[src/rtl/uart_pkg.sv]
// Shared constants and state encoding for the UART receive path.
package uart_pkg;

    localparam int OVERSAMPLE = 16;
    localparam int DATA_BITS  = 8;
    localparam int CNT_W      = $clog2(OVERSAMPLE);
    localparam int IDX_W      = $clog2(DATA_BITS) + 1;

    // Half-period count for the 16x baud tick from a 100 MHz system clock.
    localparam int BAUD_DIV   = 326;

    typedef enum logic [2:0] {
        IDLE,
        START,
        DATA,
        STOP,
        BREAK
    } state_t;

endpackage

[src/rtl/sync_2ff.sv]
// Two-flop synchronizer for asynchronous inputs that idle high.
module sync_2ff (
    input  logic clk,
    input  logic reset,
    input  logic d,
    output logic q
);

    logic s1;

    always_ff @(posedge clk) begin
        if (reset) begin
            s1 <= 1'b1;
            q  <= 1'b1;
        end else begin
            s1 <= d;
            q  <= s1;
        end
    end

endmodule

[src/rtl/uart_receiver.sv]
// 8N1 UART receiver running on the 16x oversampled baud clock.
module uart_receiver
    import uart_pkg::*;
#(
    parameter int OVERSAMPLE = uart_pkg::OVERSAMPLE,
    parameter int DATA_BITS  = uart_pkg::DATA_BITS
) (
    input  logic                 clk_baud,
    input  logic                 reset,
    input  logic                 rx,
    output logic [DATA_BITS-1:0] rx_data,
    output logic                 rx_valid,
    output logic                 frame_error,
    output logic                 busy
);

    localparam int CW = $clog2(OVERSAMPLE);
    localparam int IW = $clog2(DATA_BITS) + 1;

    localparam logic [CW-1:0] HALF_M1 = CW'(OVERSAMPLE / 2 - 1);
    localparam logic [CW-1:0] FULL_M1 = CW'(OVERSAMPLE - 1);
    localparam logic [IW-1:0] LAST    = IW'(DATA_BITS - 1);

    logic                 rxs;
    state_t               state;
    logic [CW-1:0]        cnt;
    logic [IW-1:0]        bit_idx;
    logic [DATA_BITS-1:0] shreg;

    sync_2ff u_sync (
        .clk   (clk_baud),
        .reset (reset),
        .d     (rx),
        .q     (rxs)
    );

    always_ff @(posedge clk_baud) begin
        if (reset) begin
            state       <= IDLE;
            cnt         <= '0;
            bit_idx     <= '0;
            shreg       <= '0;
            rx_data     <= '0;
            rx_valid    <= 1'b0;
            frame_error <= 1'b0;
            busy        <= 1'b0;
        end else begin
            rx_valid    <= 1'b0;
            frame_error <= 1'b0;
            unique case (state)
                IDLE: begin
                    cnt <= '0;
                    if (!rxs) begin
                        state <= START;
                        busy  <= 1'b1;
                    end
                end
                START: begin
                    if (cnt == HALF_M1) begin
                        cnt <= '0;
                        if (!rxs) begin
                            state   <= DATA;
                            bit_idx <= '0;
                        end else begin
                            state <= IDLE;
                            busy  <= 1'b0;
                        end
                    end else begin
                        cnt <= cnt + 1'b1;
                    end
                end
                DATA: begin
                    if (cnt == FULL_M1) begin
                        cnt     <= '0;
                        shreg   <= {rxs, shreg[DATA_BITS-1:1]};
                        bit_idx <= bit_idx + 1'b1;
                        if (bit_idx == LAST)
                            state <= STOP;
                    end else begin
                        cnt <= cnt + 1'b1;
                    end
                end
                STOP: begin
                    if (cnt == FULL_M1) begin
                        cnt <= '0;
                        if (rxs) begin
                            rx_data  <= shreg;
                            rx_valid <= 1'b1;
                            state    <= IDLE;
                            busy     <= 1'b0;
                        end else begin
                            frame_error <= 1'b1;
                            state       <= BREAK;
                        end
                    end else begin
                        cnt <= cnt + 1'b1;
                    end
                end
                BREAK: begin
                    // Hold here while the line stays low so a break reports once.
                    cnt <= '0;
                    if (rxs) begin
                        state <= IDLE;
                        busy  <= 1'b0;
                    end
                end
                default: begin
                    state <= IDLE;
                    cnt   <= '0;
                    busy  <= 1'b0;
                end
            endcase
        end
    end

endmodule
[config.mk]
export PLATFORM = sky130hd
export DESIGN_NAME = uart_receiver
export DESIGN_NICKNAME = d
export VERILOG_FILES = /design/src/rtl/uart_pkg.sv /design/src/rtl/sync_2ff.sv /design/src/rtl/uart_receiver.sv
export SDC_FILE = /design/constraint.sdc
export NUM_CORES = 1
export LEC_CHECK = 0
export ABC_AREA = 1
export CORE_UTILIZATION = 55
export CTS_BUF_LIST = sky130_fd_sc_hd__clkbuf_2
export DETAILED_ROUTE_END_ITERATION = 10
export DONT_BUFFER_PORTS = 1
export HOLD_SLACK_MARGIN = 0.1
export PLACE_DENSITY = 0.7
export SYNTH_ARGS = -nofsm -noshare
export SYNTH_HDL_FRONTEND = slang
export SYNTH_HIERARCHICAL = 1
export SYNTH_SLANG_ARGS = --single-unit
[constraint.sdc]
create_clock -name clk_baud -period 1.85 [get_ports clk_baud]
set_clock_uncertainty 0.05 [all_clocks]
set_input_delay 0.555 -clock clk_baud [delete_from_list [all_inputs] [get_ports clk_baud]]
set_output_delay 0.555 -clock clk_baud [all_outputs]
set_load 0.005 [all_outputs]
After elaboration in Yosys (flattened, before gate mapping)

Cells that the tools add are included.

Bits in registers: 32
Logic and storage cells: 61
Output and inout port bits: 11

Bitwise gates (word level): 3
Reduce and logical (&&, ||, !) cells: 9
Equal/unequal tests: 14
Muxes and demuxes: 23
Add/subtract/negate cells: 2

Operators by type and width:

| cell                  | number |
|---|---|
| $mux W3               | 7 |
| $mux W4               | 5 |
| $pmux W4 S2           | 2 |
| $pmux W3 S5           | 1 |
| $ne A2 B2 Y1 const B  | 6 |
| $add A4 B1 Y4 const B | 2 |
| $eq A4 B3 Y1 const B  | 2 |
| $reduce_and A4 Y1     | 2 |
| $eq A3 B2 Y1 const B  | 2 |
| $mux W1               | 6 |
| $reduce_and A6 Y1     | 1 |
| $pmux W1 S5           | 1 |
| $eq A4 B4 Y1 const B  | 1 |
| $eq A3 B1 Y1 const B  | 1 |
| $eq A3 B3 Y1 const B  | 1 |
| $logic_not A3 Y1      | 1 |
| $not A1 Y1            | 3 |
| $reduce_and A3 Y1     | 1 |
| $reduce_or A3 Y1      | 1 |
| $mux W2               | 1 |
| $ne A2 B1 Y1 const B  | 1 |
| $reduce_and A2 Y1     | 1 |
| $reduce_bool A2 Y1    | 1 |
| $reduce_or A2 Y1      | 1 |

Logic depth before layout (Yosys ltp)

Gate-level depths: netlist (run 1).

Depth in word-level cells: 4
Gate-level depth with buffers: 9
Depth with buffers taken out: 9

Cells and area by module

The synthesis (run 1) kept the hierarchy.

Modules (own cells, without submodules):

| module        | sequential area each (µm²) | instances | area an instance (µm²) | cells an instance |
|---|---|---|---|---|
| uart_receiver | 600.6                      | 1         | 1345.0                 | 185 |
| sync_2ff      | 40.0                       | 1         | 58.8                   | 7 |

Worst setup path before layout (run 1)

OpenSTA, ideal clock, no wires.

Path kind: register -> register
From: reg cnt[0]
To: reg bit_idx[2]
Data required time: 1.684 ns
Clock period less this slack: 1.320 ns
Cell stages (with the launch flop): 9
Setup slack: 0.530 ns
Arrival time: 1.154 ns
Path through: dfxtp_1 ha_1 nand3_2 inv_1 nor2_1 nor2_1 nand2_1 nand2_1 a21oi_1

Word-level cells in the longest chain between the ends: 3

RTL lines:

| what                                         | line                                     | text |
|---|---|---|
| start, declared                              | uart_receiver.sv:26                      | `logic [CW-1:0] cnt;` |
| start signal, assigned                       | uart_receiver.sv:69                      | `cnt <= cnt + 1'b1;` |
| start signal, assigned                       | uart_receiver.sv:80                      | `cnt <= cnt + 1'b1;` |
| start signal, assigned                       | uart_receiver.sv:96                      | `cnt <= cnt + 1'b1;` |
| $eq A4 B4 Y1 or $eq A4 B3 Y1 (tied branches) | uart_receiver.sv:73, uart_receiver.sv:59 |  |
| $ne A2 B2 Y1 (no line)                       | n/a                                      |  |
| $reduce_and A4 Y1 (no line) *                | n/a                                      |  |
| end signal, assigned                         | uart_receiver.sv:76                      | `bit_idx <= bit_idx + 1'b1;` |
| end, declared                                | uart_receiver.sv:27                      | `logic [IW-1:0] bit_idx;` |

Mark *: on every way between the ends. The rest lies on a longest branch, timed or not.
A chain may end at the register's enable or synchronous reset.

Worst setup path after layout (run 1)

From: reg cnt[0]
To: reg state[1]

Word-level cells in the longest chain between the ends: 3

RTL lines:

| what                                         | line                                                          | text |
|---|---|---|
| $eq A4 B4 Y1 or $eq A4 B3 Y1 (tied branches) | uart_receiver.sv:73, uart_receiver.sv:84, uart_receiver.sv:59 |  |
| $ne A2 B2 Y1 (no line)                       | n/a                                                           |  |
| $reduce_and A6 Y1 (no line) *                | n/a                                                           |  |
| end signal, assigned                         | uart_receiver.sv:78                                           | `state <= STOP;` |
| end signal, assigned                         | uart_receiver.sv:89                                           | `state <= IDLE;` |
| end signal, assigned                         | uart_receiver.sv:93                                           | `state <= BREAK;` |
| end, declared                                | uart_receiver.sv:25                                           | `state_t state;` |

Marked as above.

==> results of run 1 <==
[layout make-up]
type                    instances  share of cell area, %
flip-flops and latches         32                   43.0
multi-input cells             135                   43.6
clock buffers                   6                   2.02
repair buffers                  2                   1.01
inverters                      22                   5.63
well taps                      28                   2.35
clock inverters                 2                   2.35
[layer usage]
| metal | global-route usage, % | vias to the layer above | wire, µm |
|---|---|---|---|
| met5 | 0 | - | 0 |
| met4 | 9.21 | 0 | 24 |
| met3 | 8.41 | 4 | 125 |
| met2 | 36.3 | 24 | 1170 |
| met1 | 29.2 | 529 | 1290 |
| li1 | - | 616 | - |
[flip-flops by register name, summed over array words and instances (netlist names)]
| name | flops |
|---|---|
| bit_idx | 4 |
| cnt | 4 |
| u_sync/q | 1 |
| shreg | 8 |
| frame_error | 1 |
| rx_valid | 1 |
| u_sync/s1 | 1 |
| rx_data | 8 |
| busy | 1 |
| state | 3 |
[final timing paths]
kind / startpoint / to / slack (ns) / depth (start not counted)
max: cnt[0] / state[1] / 0.32 / 8
min: reset / bit_idx[1] / 0.18 / 1
max reg2reg: cnt[0] / state[1] / 0.32 / 8
min reg2reg: u_sync/s1 / u_sync/q / 0.37 / 2
[layout by cell type (no fill, tap or decap)]
cell,netlist,final
sky130_fd_sc_hd__nor3b_1,1,1
sky130_fd_sc_hd__buf_4,1,2
sky130_fd_sc_hd__nand2_2,2,2
sky130_fd_sc_hd__a21oi_1,7,7
sky130_fd_sc_hd__nor2_1,49,49
sky130_fd_sc_hd__dfxtp_1,32,32
sky130_fd_sc_hd__nand3_1,13,13
sky130_fd_sc_hd__nor3_1,1,1
sky130_fd_sc_hd__xor2_1,2,2
sky130_fd_sc_hd__bufinv_16,0,1
sky130_fd_sc_hd__nor2_4,1,1
sky130_fd_sc_hd__clkbuf_2,0,6
sky130_fd_sc_hd__nand3_4,1,1
sky130_fd_sc_hd__nor2_2,4,4
sky130_fd_sc_hd__o21ai_2,2,2
sky130_fd_sc_hd__o21ai_0,17,17
sky130_fd_sc_hd__clkinv_2,1,2
sky130_fd_sc_hd__nand3_2,2,2
sky130_fd_sc_hd__inv_1,19,19
sky130_fd_sc_hd__nand2_1,30,30
sky130_fd_sc_hd__inv_2,2,2
sky130_fd_sc_hd__xnor2_1,1,1
sky130_fd_sc_hd__ha_1,2,2
[kinds of logic after synthesis]
family	share of synthesized area, %
simple gates	32.8
flops	45.6
compound gates	9.80
buf+inv	8.11
xor+xnor	1.87
fa+ha+maj	1.78
[stage by stage]
stage / worst slack, ns / power, mW
after detailed placement: 0.345 / 1.44
after CTS: 0.315 / 1.90
after global routing: 0.143 / 2.05
final: 0.315 / 1.90
after floorplan: 0.530 / 1.33
after global placement: 0.395 / 1.44
[critical path, stage by stage, from the launching register on]
cell and delay [ns]:
sky130_fd_sc_hd__dfxtp_1 0.38, sky130_fd_sc_hd__ha_1 0.23, sky130_fd_sc_hd__nand3_2 0.17, sky130_fd_sc_hd__nand2_2 0.12, sky130_fd_sc_hd__nand2_1 0.07, sky130_fd_sc_hd__nor2_1 0.21, sky130_fd_sc_hd__nand3_1 0.10, sky130_fd_sc_hd__nand2_1 0.08
sky130_fd_sc_hd__nor2_1 0.04
[power groups by stage]
stage	sequential, mW	combinational [mW]	clock [mW]
after detailed placement	0.820	0.621	0
final	0.805	0.631	0.464
after floorplan	0.807	0.523	0
after global placement	0.819	0.617	0
after global routing	0.818	0.727	0.501
after CTS	0.804	0.625	0.476
==> results.txt, run 1 <==
The first routing iteration left 30 violations. The share of synthesized flip-flops with an asynchronous set or reset came out at 0%. At the pin with the least slew margin, the transition time is 0.327 ns. The worst-path maximum fanout came out at 6. The congestion estimate from routability-driven global placement came to 0.804. The top-level I/O count is 14. The maximum number of pins on one net before global-route repair came out at 18. For this run, the leading register cell type out of synthesis is sky130_fd_sc_hd__dfxtp_1. Clock tree synthesis selected as its root buffer the cell sky130_fd_sc_hd__clkbuf_2. The leakage power is about 0.68 nW. The count of antenna-violating nets left after detailed routing is 0. The hold-fix buffer count after cts is 0. The number of nets handed over by synthesis was a little under 200. At the end of the flow, the number of nets in the layout was roughly 200. Summing every instance area after synthesis gives about 1400 µm². The post-route fraction of the period consumed by the critical path came out at 83.0%. The die outline height is about 53 µm. STA classifies the critical path endpoint as a flop. The number of buffers created by CTS is 5.

The core box area is about 2300 µm². The peak supply drop came out at just under 0.0008 V. Global routing finished with a remaining overflow of 0. The clock input transition at the sequential cells of the worst setup and hold paths came out at 0.16 ns.

Power spread over the standard cell area amounts to ~1300 nW/µm². The die is between 50 and 60 µm wide. The type of origin of the critical path is a flop. The number of antenna violations at the first check in global routing came out at 0. TritonCTS built the clock tree. In the final layout, the share of cells above drive strength 1 is between 10 and 15%. The number of fill cells came out at 225. The number of gates resized after cts is 0. Headroom to the max-slew limit came out at approximately four fifths. The number of synthesized register bits came out at 32. The source-to-sink clock delay at the later pin of the worst-skew pair came out at about 0.37 ns. The sum of negative setup slack came out at 0 ns. The overall global routing resource usage came out at between 20% and 30%. The routed via count is 1173. The number of optimization iterations in the first detailed-route pass came out at 4.

The critical path in this run is classified as reg2reg. Across the run, the number of max-cap violations was 0. The internal cell power came out at 1.18 mW.

The number of placed cells counting well taps came out at 219. The worst-case hold slack is between 0.15 and 0.2 ns. Summing the sequential cell areas from Yosys gives between 40% and 50% of the chip area. The count of endpoints failing hold in the final timing report is 0.

The area growth from synthesis to layout is 6.06%. The switching share of total power came out at about 38%. The total number of placement rows came out at 17. Excluding fillers, the count of instances in the completed layout stands at around 230. The share of the synthesized area in the top cell type came out at 45.6%. The final design instance area without fill is roughly 1500 µm². The data required time at the worst endpoint came out at ~2.1 ns. The part of the total power dissipated in the clock network is approximately a quarter.

After synthesis, the netlist uses 23 different library cells. The number of failing setup endpoints in the final timing report is 0. Setup repair after global routing left no endpoint under its margin.

The number of remaining DRC errors is 0. The post-route minimum period came out at roughly 1.5 ns. The count of warnings emitted by yosys is 6. The data arrival time of the critical path is 1.75 ns. The count of pins over their slew limit is 0.

The cell with the most instances after synthesis is sky130_fd_sc_hd__nor2_1. The post-CTS setup-driven buffer insertion count is 0. The placement-stage cell area came out at 1420 µm². The clock sink count is 32. The part of the power in combinational logic is 33.2%.

The number of global-route vias before repair came to 1099. The storage element area is ~640 µm². The clock tree synthesis step divided the H-tree into 2 levels.

The average size of a mapped cell is 7.31 µm². The average via count per standard cell came out at 5.17. The multi-input combinational cells in the finished layout cover a total of around 650 µm². The number of enable flip-flop cells after synthesis is 0.

The number of instances in the synthesized netlist came out at between 150 and 200. By count the netlist is led by sky130_fd_sc_hd__nor2_1, sky130_fd_sc_hd__dfxtp_1, sky130_fd_sc_hd__nand2_1, sky130_fd_sc_hd__inv_1, sky130_fd_sc_hd__o21ai_0. The wire-length estimate of the detail-placed layout is 1940 µm. The routed wire length is roughly 2600 µm. The fraction of the core area covered by cells at the end of the flow came out at between 60% and 70%. The synthesized design spends more area on one cell type than any other, namely sky130_fd_sc_hd__dfxtp_1. After detailed routing, the average wire length per cell comes to approximately 11 µm. The largest buffer count on any clock path came out at 2. The starting density of the core came out at a little over 60%. Summed over all nets, the switching power comes to between 0.7 and 0.8 mW. The worst min-delay path category is in2reg. The number of diodes added for antenna fixing is 0. Registers are responsible for roughly 42% of the overall power.

By area the synthesized netlist is led by sky130_fd_sc_hd__dfxtp_1, sky130_fd_sc_hd__nor2_1, sky130_fd_sc_hd__nand2_1. The run finished with clean final reports. The total die area is between 2000 and 3000 µm².

The wire length of the first global-routing pass is approximately 4600 µm. The maximum clock frequency is 652 MHz. Port buffering added 0 buffers.
No activity file was read; power rests on OpenSTA's default activity.
==> inputs of run 2 (changes only) <==
--- a/config.mk
+++ b/config.mk
@@ -11,7 +11,7 @@
 export DETAILED_ROUTE_END_ITERATION = 10
 export DONT_BUFFER_PORTS = 1
 export HOLD_SLACK_MARGIN = 0.1
-export PLACE_DENSITY = 0.7
+export PLACE_DENSITY = 0.73
 export SYNTH_ARGS = -nofsm -noshare
 export SYNTH_HDL_FRONTEND = slang
 export SYNTH_HIERARCHICAL = 1
==> constraint.sdc (replaced) <==
create_clock -name clk_baud -period 1.35 [get_ports clk_baud]
set_clock_uncertainty 0.05 [all_clocks]
set_input_delay 0.405 -clock clk_baud [delete_from_list [all_inputs] [get_ports clk_baud]]
set_output_delay 0.405 -clock clk_baud [all_outputs]
set_load 0.005 [all_outputs]
==> results.txt, run 2 (synthesis results as in run 1) <==
The multi-input combinational cell area came out at around 790 µm². The worst slack at placement is -0.0743 ns. The clock sink count came out at 32. The floorplan step set the die width to 52.5 µm. The number of global-route vias before repair was roughly 1100. The overall global routing resource usage came out at 24.1%. The congestion estimate from routability-driven global placement came to approximately 0.79.

The worst setup path is captured at a flop. The storage element area came out at roughly 660 µm². In this run the register-to-register setup slack is 0 ns. The maximum clock frequency came out at between 700 and 800 MHz. The number of remaining DRC errors came out at 0.

Max-cap violations in this run came to 0. Counting the fill cells in the layout gives 170. The number of placed cells counting well taps is between 200 and 250. The design draws 2.82 mW.

In the final layout, the registers with the most flip-flops are rx_data (8), shreg (8). The remaining max-slew budget at the tightest pin is 83.8%. The final reports fail on negative setup slack.

The number of diodes added for antenna fixing is 0. STA puts the critical path data required time at about 1.6 ns. The final worst-path setup slack came out at -0.00549 ns. The worst min-delay path category is in2reg. Setup violations remaining at the end of the flow were counted as 2. The clock input transition at the sequential cells of the worst setup and hold paths came out at roughly 0.16 ns. The average routed wire per standard cell is 12.7 µm. The number of cell instances on the worst register-to-register path is 7. In the final layout, the share of cells above drive strength 1 is 29.3%. The post-route fraction of the period consumed by the critical path is 100%. In this design, the critical path's most frequently occurring cell is sky130_fd_sc_hd__dlygate4sd3_1. The total die area came out at about 2800 µm².

The number of buffers created by CTS is 5. The worst-path maximum fanout is 1. The startpoint-to-endpoint class of the critical path is in2reg. The number of antenna violations at the first check in global routing was 0.

After detailed routing, the total wire length is roughly 3000 µm. Power spread over the standard cell area amounts to 1650 nW/µm². The fraction of the core area covered by cells at the end of the flow came out at 73.7%. The count of endpoints failing hold in the final timing report came out at 0. The launching point of the worst reg2reg path is cnt[1]. The largest buffer count on any clock path came out at 2. The number of standard cells in the final layout excluding fillers came out at about 240. The internal cell power is ~1.6 mW. The core box area came out at between 2000 and 2500 µm². For this design, the slowest cell found on the critical path is sky130_fd_sc_hd__dlygate4sd3_1. The analysis attributes to net switching a power of 1.21 mW.

The cell at the root of the clock tree is sky130_fd_sc_hd__clkbuf_2. In this run the count of I/O pins placed on the die edge is 14. The number of buffers and inverters on the critical path is 3. TritonCTS built the clock tree. The part of the power in combinational logic came out at a little over two fifths. The clock reaches the later pin of the worst-skew pair after 0.37 ns. Leaving out fill and tap cells, the most frequent cells in the layout are sky130_fd_sc_hd__nor2_1, sky130_fd_sc_hd__nand2_1, sky130_fd_sc_hd__dfxtp_1. In this run the number of H-tree levels came out at 2.

Entering global routing, the biggest net connects 17 pins. The count of nets left with antenna violations once routing finished came out at 0. The starting density of the core is 60.6%. Setup repair after global routing could not meet its margin everywhere. The actual transition at the worst max-transition pin came out at 0.243 ns. The routed via count came out at roughly 1300. The worst hold path was traced through 3 stages.

The first global-routing pass estimated 4730 µm of wire. The layout-stage area growth over the synthesis result is 21.7%. The total number of placement rows came out at 17. The average via count per standard cell is 5.48. The startpoint identified for the worst hold timing path is reset. The worst setup path is launched from an input port. The run finished, with violations left. The total overflow left after global routing is 0. The die outline height is 52.5 µm.

The peak supply drop is 0.00101 V. The signal on the critical path passes through dlygate4sd3_1 > inv_1 > nand2_1 > dlygate4sd3_1. The worst-case hold path end point is rx_data[7].

The kind of cell with the highest combined delay along the critical path is buffers and inverters. The count of input and output buffers came out at 0. The clock network is responsible for between 15 and 20% of the overall power. Per report_power, the sequential group accounts for 40.4% of the total. In this design, the stage delay of the slowest critical-path cell is ~0.54 ns. The count of pins over their slew limit is 0.

The net count reported at finish is 212. The worst register-to-register path ends at rx_data[7]. The number of optimization iterations in the first detailed-route pass came out at 4. The post-route minimum period is 1.36 ns. The data arrival time of the critical path is around 1.6 ns. Detailed placement finished with a half-perimeter wire length of ~2000 µm. The most frequent standard cell in the layout excluding fill and tap cells is sky130_fd_sc_hd__nor2_1. For this block, the initial DRC count from the detailed router was 45. The leakage power came out at about 0.73 nW. The switching share of total power is 42.9%.
[run 2: power groups by stage]
stage | clock, mW | combinational, mW | sequential (mW)
after global routing | 0.503 | 1.34 | 1.16
final | 0.459 | 1.22 | 1.14
after global placement | 0 | 0.841 | 1.12
after detailed placement | 0 | 0.881 | 1.12
after floorplan | 0 | 0.716 | 1.11
after CTS | 0.460 | 0.956 | 1.13
[run 2: layout make-up]
class | count | share of cell area (%)
clock buffers | 6 | 1.76
clock inverters | 2 | 0.659
multi-input cells | 135 | 46.4
well taps | 28 | 2.05
repair buffers | 11 | 5.86
flip-flops and latches | 32 | 38.4
inverters | 22 | 4.90
[run 2: per-stage QoR]
stage | cell area, µm² | hold slack [ns] | TNS, ns
after floorplan | 1400 | 0.330 | 0
after global placement | 1450 | 0.338 | -0.134
after detailed placement | 1450 | 0.340 | -0.895
after CTS | 1580 | 0.0130 | -0.00307
after global routing | 1710 | 0.187 | -1.62
final | 1710 | 0.214 | -0.00933
[run 2: worst register-to-register path, cell delays in order, from the launching register on]
cell                       delay [ns]
sky130_fd_sc_hd__dfxtp_2         0.38
sky130_fd_sc_hd__ha_4            0.18
sky130_fd_sc_hd__nand3_4         0.14
sky130_fd_sc_hd__inv_2           0.11
sky130_fd_sc_hd__nand3_4         0.12
sky130_fd_sc_hd__clkinv_2        0.16
sky130_fd_sc_hd__o21ai_2         0.06
sky130_fd_sc_hd__a21oi_1         0.11
[run 2: worst max-delay path by stage]
stage / slack, ns / depth (start not counted) / startpoint / to
after detailed placement: -0.07 / 9 / cnt[0] / state[2]
after floorplan: 0.03 / 8 / cnt[0] / bit_idx[2]
after CTS: -0.003 / 8 / cnt[0] / bit_idx[3]
after global placement: -0.03 / 9 / cnt[0] / state[1]
after global routing: -0.09 / 9 / cnt[1] / state[0]
final: -0.005 / 4 / rx / u_sync/s1
[run 2: routing by layer]
metal / vias to the layer above / part of all wire (%) / GRT usage [%]
li1: 632 / - / -
met1: 613 / 46 / 27.6
met2: 44 / 48 / 40.1
met3: 5 / 5.2 / 9.86
met4: 0 / 0.80 / 8.33
met5: - / 0 / 0
[run 2: repair_timing]
item / CTS / global route
setup buffers: 1 / 1
resized for setup: 17 / 30
setup endpoints to repair: 21 / 24
pin swaps: 3 / 15
hold buffers: 3 / 1
hold endpoints to repair: 7 / 5
==> inputs of run 3 (changes only) <==
--- a/config.mk
+++ b/config.mk
@@ -10,6 +10,7 @@
 export CTS_BUF_LIST = sky130_fd_sc_hd__clkbuf_2
 export DETAILED_ROUTE_END_ITERATION = 10
 export DONT_BUFFER_PORTS = 1
+export GPL_TIMING_DRIVEN = 0
 export HOLD_SLACK_MARGIN = 0.1
 export PLACE_DENSITY = 0.73
 export SYNTH_ARGS = -nofsm -noshare
==> results.txt, run 3 (synthesis results as in run 1) <==
In this run the tightest slew margin relative to its limit is about three quarters. The number of diodes added for antenna fixing is 0. The count of pins over their slew limit came out at 0. For this design, the slowest cell found on the critical path is sky130_fd_sc_hd__dfxtp_4. The layout-stage area growth over the synthesis result came out at 20.3%. The maximum level of the CTS H-tree came out at 2. The overall global routing resource usage came out at between 20% and 30%. The die outline height is 52.5 µm. The layout cell share with drive strength beyond 1 came out at about 27%. The worst-case hold slack came out at 0.197 ns.

For the worst setup path, the data required time is roughly 1.6 ns. Walking the worst path, the cells encountered are ha_4 > nand3_4 > nand2_2 > nand2_2 > inv_2 > nand3_2 > nand2_1 > inv_1 > nor2_1. The number of design-rule violations left by the first detailed-router iteration came out at 28.

The total die area came out at around 2800 µm². The post-route minimum period came out at 1.41 ns. STA classifies the critical path endpoint as a flop.

The actual transition at the worst max-transition pin came out at 0.369 ns. The maximum number of pins on one net before global-route repair came out at 11. The number of fill cells is ~190. The clock input transition at the sequential cells of the worst setup and hold paths is around 0.17 ns. Before antenna repair, the detailed router went through 4 iterations.

The number of buffers created by CTS came out at 5. After detailed routing, the total wire length is about 3000 µm. Data on the critical path arrives at its endpoint at around 1.7 ns. The starting density of the core came out at between 60% and 70%. The flow ran to the end, but the final reports show violations.

The post-route fraction of the period consumed by the critical path is 105%. The count of endpoints failing hold in the final timing report is 0. Dividing total power by cell area gives a power density of between 1500 and 2000 nW/µm². The top-level I/O count came out at 14. The number of remaining DRC errors is 0. The peak supply drop is between 0.001 and 0.0015 V. The critical path's largest stage delay came out at between 0.3 and 0.4 ns.

Leaving out fill and tap cells, the most frequent cells in the layout are sky130_fd_sc_hd__nor2_1, sky130_fd_sc_hd__nand2_1, sky130_fd_sc_hd__dfxtp_1. The leakage power is ~0.72 nW. After layout, the worst setup slack is -0.0644 ns. The maximum clock frequency came out at 707 MHz. The average via count per standard cell came out at between 5 and 6.

The tool flagged a number of max-cap violations equal to 0. For this run, the post-layout net count is 210. The core box area is around 2300 µm².

The wire length of the first global-routing pass came out at around 4600 µm. The tree is rooted in a sky130_fd_sc_hd__clkbuf_2. After detailed routing, the average wire length per cell comes to between 10 and 15 µm.

The largest buffer count on any clock path is 2. The floorplan step set the die width to roughly 53 µm. The last weighted congestion value of the routability-driven placer is roughly 0.83. The source-to-sink clock delay at the later pin of the worst-skew pair is roughly 0.37 ns. The number of buffers and inverters on the critical path is 2. The final reports fail on negative setup slack. The count of antenna-violating nets left after detailed routing came out at 0.

TritonCTS built the clock tree. The kind of cell with the highest combined delay along the critical path is simple AND/OR/NAND/NOR gates. By startpoint and endpoint, the worst setup path is classified as reg2reg.

The number of failing setup endpoints in the final timing report is 5. The clock sink count is 32. For this run the aggregate overflow at the end of global routing stands at 0.

The routed via count is roughly 1200. The worst min-delay path category is in2reg. The count of input and output buffers is 0. The type of origin of the critical path is a flop. The floorplan has 17 rows. The number of global-route vias before repair came out at roughly 1100. The total power after layout is slightly below 3 mW. Setup repair after global routing could not meet its margin everywhere.

In the final layout, the registers with the most flip-flops are rx_data (8), shreg (8). After legalization and detailed placement, the total HPWL measured around 1900 µm. The worst-path maximum fanout is 6. The most frequent standard cell in the layout excluding fill and tap cells is sky130_fd_sc_hd__nor2_1. The number of antenna violations at the first check in global routing was 0.

In this design, the critical path's most frequently occurring cell is sky130_fd_sc_hd__nand2_2.
-- run 3: cell count changes in the layout (fill, tap and decap cells not counted), moves of 2 or more --
cell | previous run | this run
sky130_fd_sc_hd__o21ai_0 | 17 | 10
sky130_fd_sc_hd__o21ai_1 | 0 | 7
sky130_fd_sc_hd__nand3_2 | 7 | 2
sky130_fd_sc_hd__dlygate4sd3_1 | 4 | 2
sky130_fd_sc_hd__nand3_1 | 6 | 11
-- run 3: timing repair --
action	CTS	global route
pin swaps	1	7
setup endpoints to repair	26	23
hold buffers	2	0
gates resized for setup	14	35
setup buffers	0	4
endpoints found under the hold margin	7	0
-- run 3: through the flow --
step	worst slack [ns]	TNS (ns)	utilization [%]	std cells	cell area (µm²)
floorplan	0.0302	0	-	192	1400
global placement	-0.0885	-1.06	62.1	220	1440
detailed placement	-0.156	-2.20	62.1	220	1440
CTS	0.00149	0	67.6	230	1570
global route	-0.157	-1.38	72.9	234	1690
finish	-0.0644	-0.142	72.9	234	1690
-- run 3: final cells by class --
type                            instances  area (µm²)  area share [%]
Inverter                               22        87.6            5.19
Sequential cell                        32         659            39.0
Multi-Input combinational cell        135         758            44.9
Tap cell                               28        35.0            2.07
Clock inverter                          2        35.0            2.07
Timing Repair Buffer                    6        50.0            2.96
Buffer                                  3        33.8            2.00
Clock buffer                            6        30.0            1.78
-- run 3: tightest hold or removal path, stage by stage --
cell,delay [ns]
sky130_fd_sc_hd__inv_1,0.05
sky130_fd_sc_hd__o21ai_0,0.08
sky130_fd_sc_hd__a21oi_1,0.04
-- run 3: power breakdown --
group / internal, mW / total, mW / leakage, nW / switching (mW)
Sequential: 1.04 / 1.15 / 0.263 / 0.109
Clock: 0.319 / 0.638 / 0.0430 / 0.319
Combinational: 0.436 / 1.20 / 0.416 / 0.762
Total: 1.79 / 2.98 / 0.722 / 1.19
-- run 3: path summary, 6_finish.rpt --
check | slack, ns | startpoint | end | cells after the start
min | 0.20 | reset | shreg[7] | 3
max | -0.06 | cnt[0] | state[2] | 9
min reg2reg | 0.37 | u_sync/s1 | u_sync/q | 2
max reg2reg | -0.06 | cnt[0] | state[2] | 9
-- run 3: per-layer routing --
metal,up-vias,global-route usage (%),wire [µm]
li1,631,-,-
met1,552,29.4,1280
met2,40,36.1,1530
met3,8,7.83,155
met4,0,12.7,68
met5,-,0,0
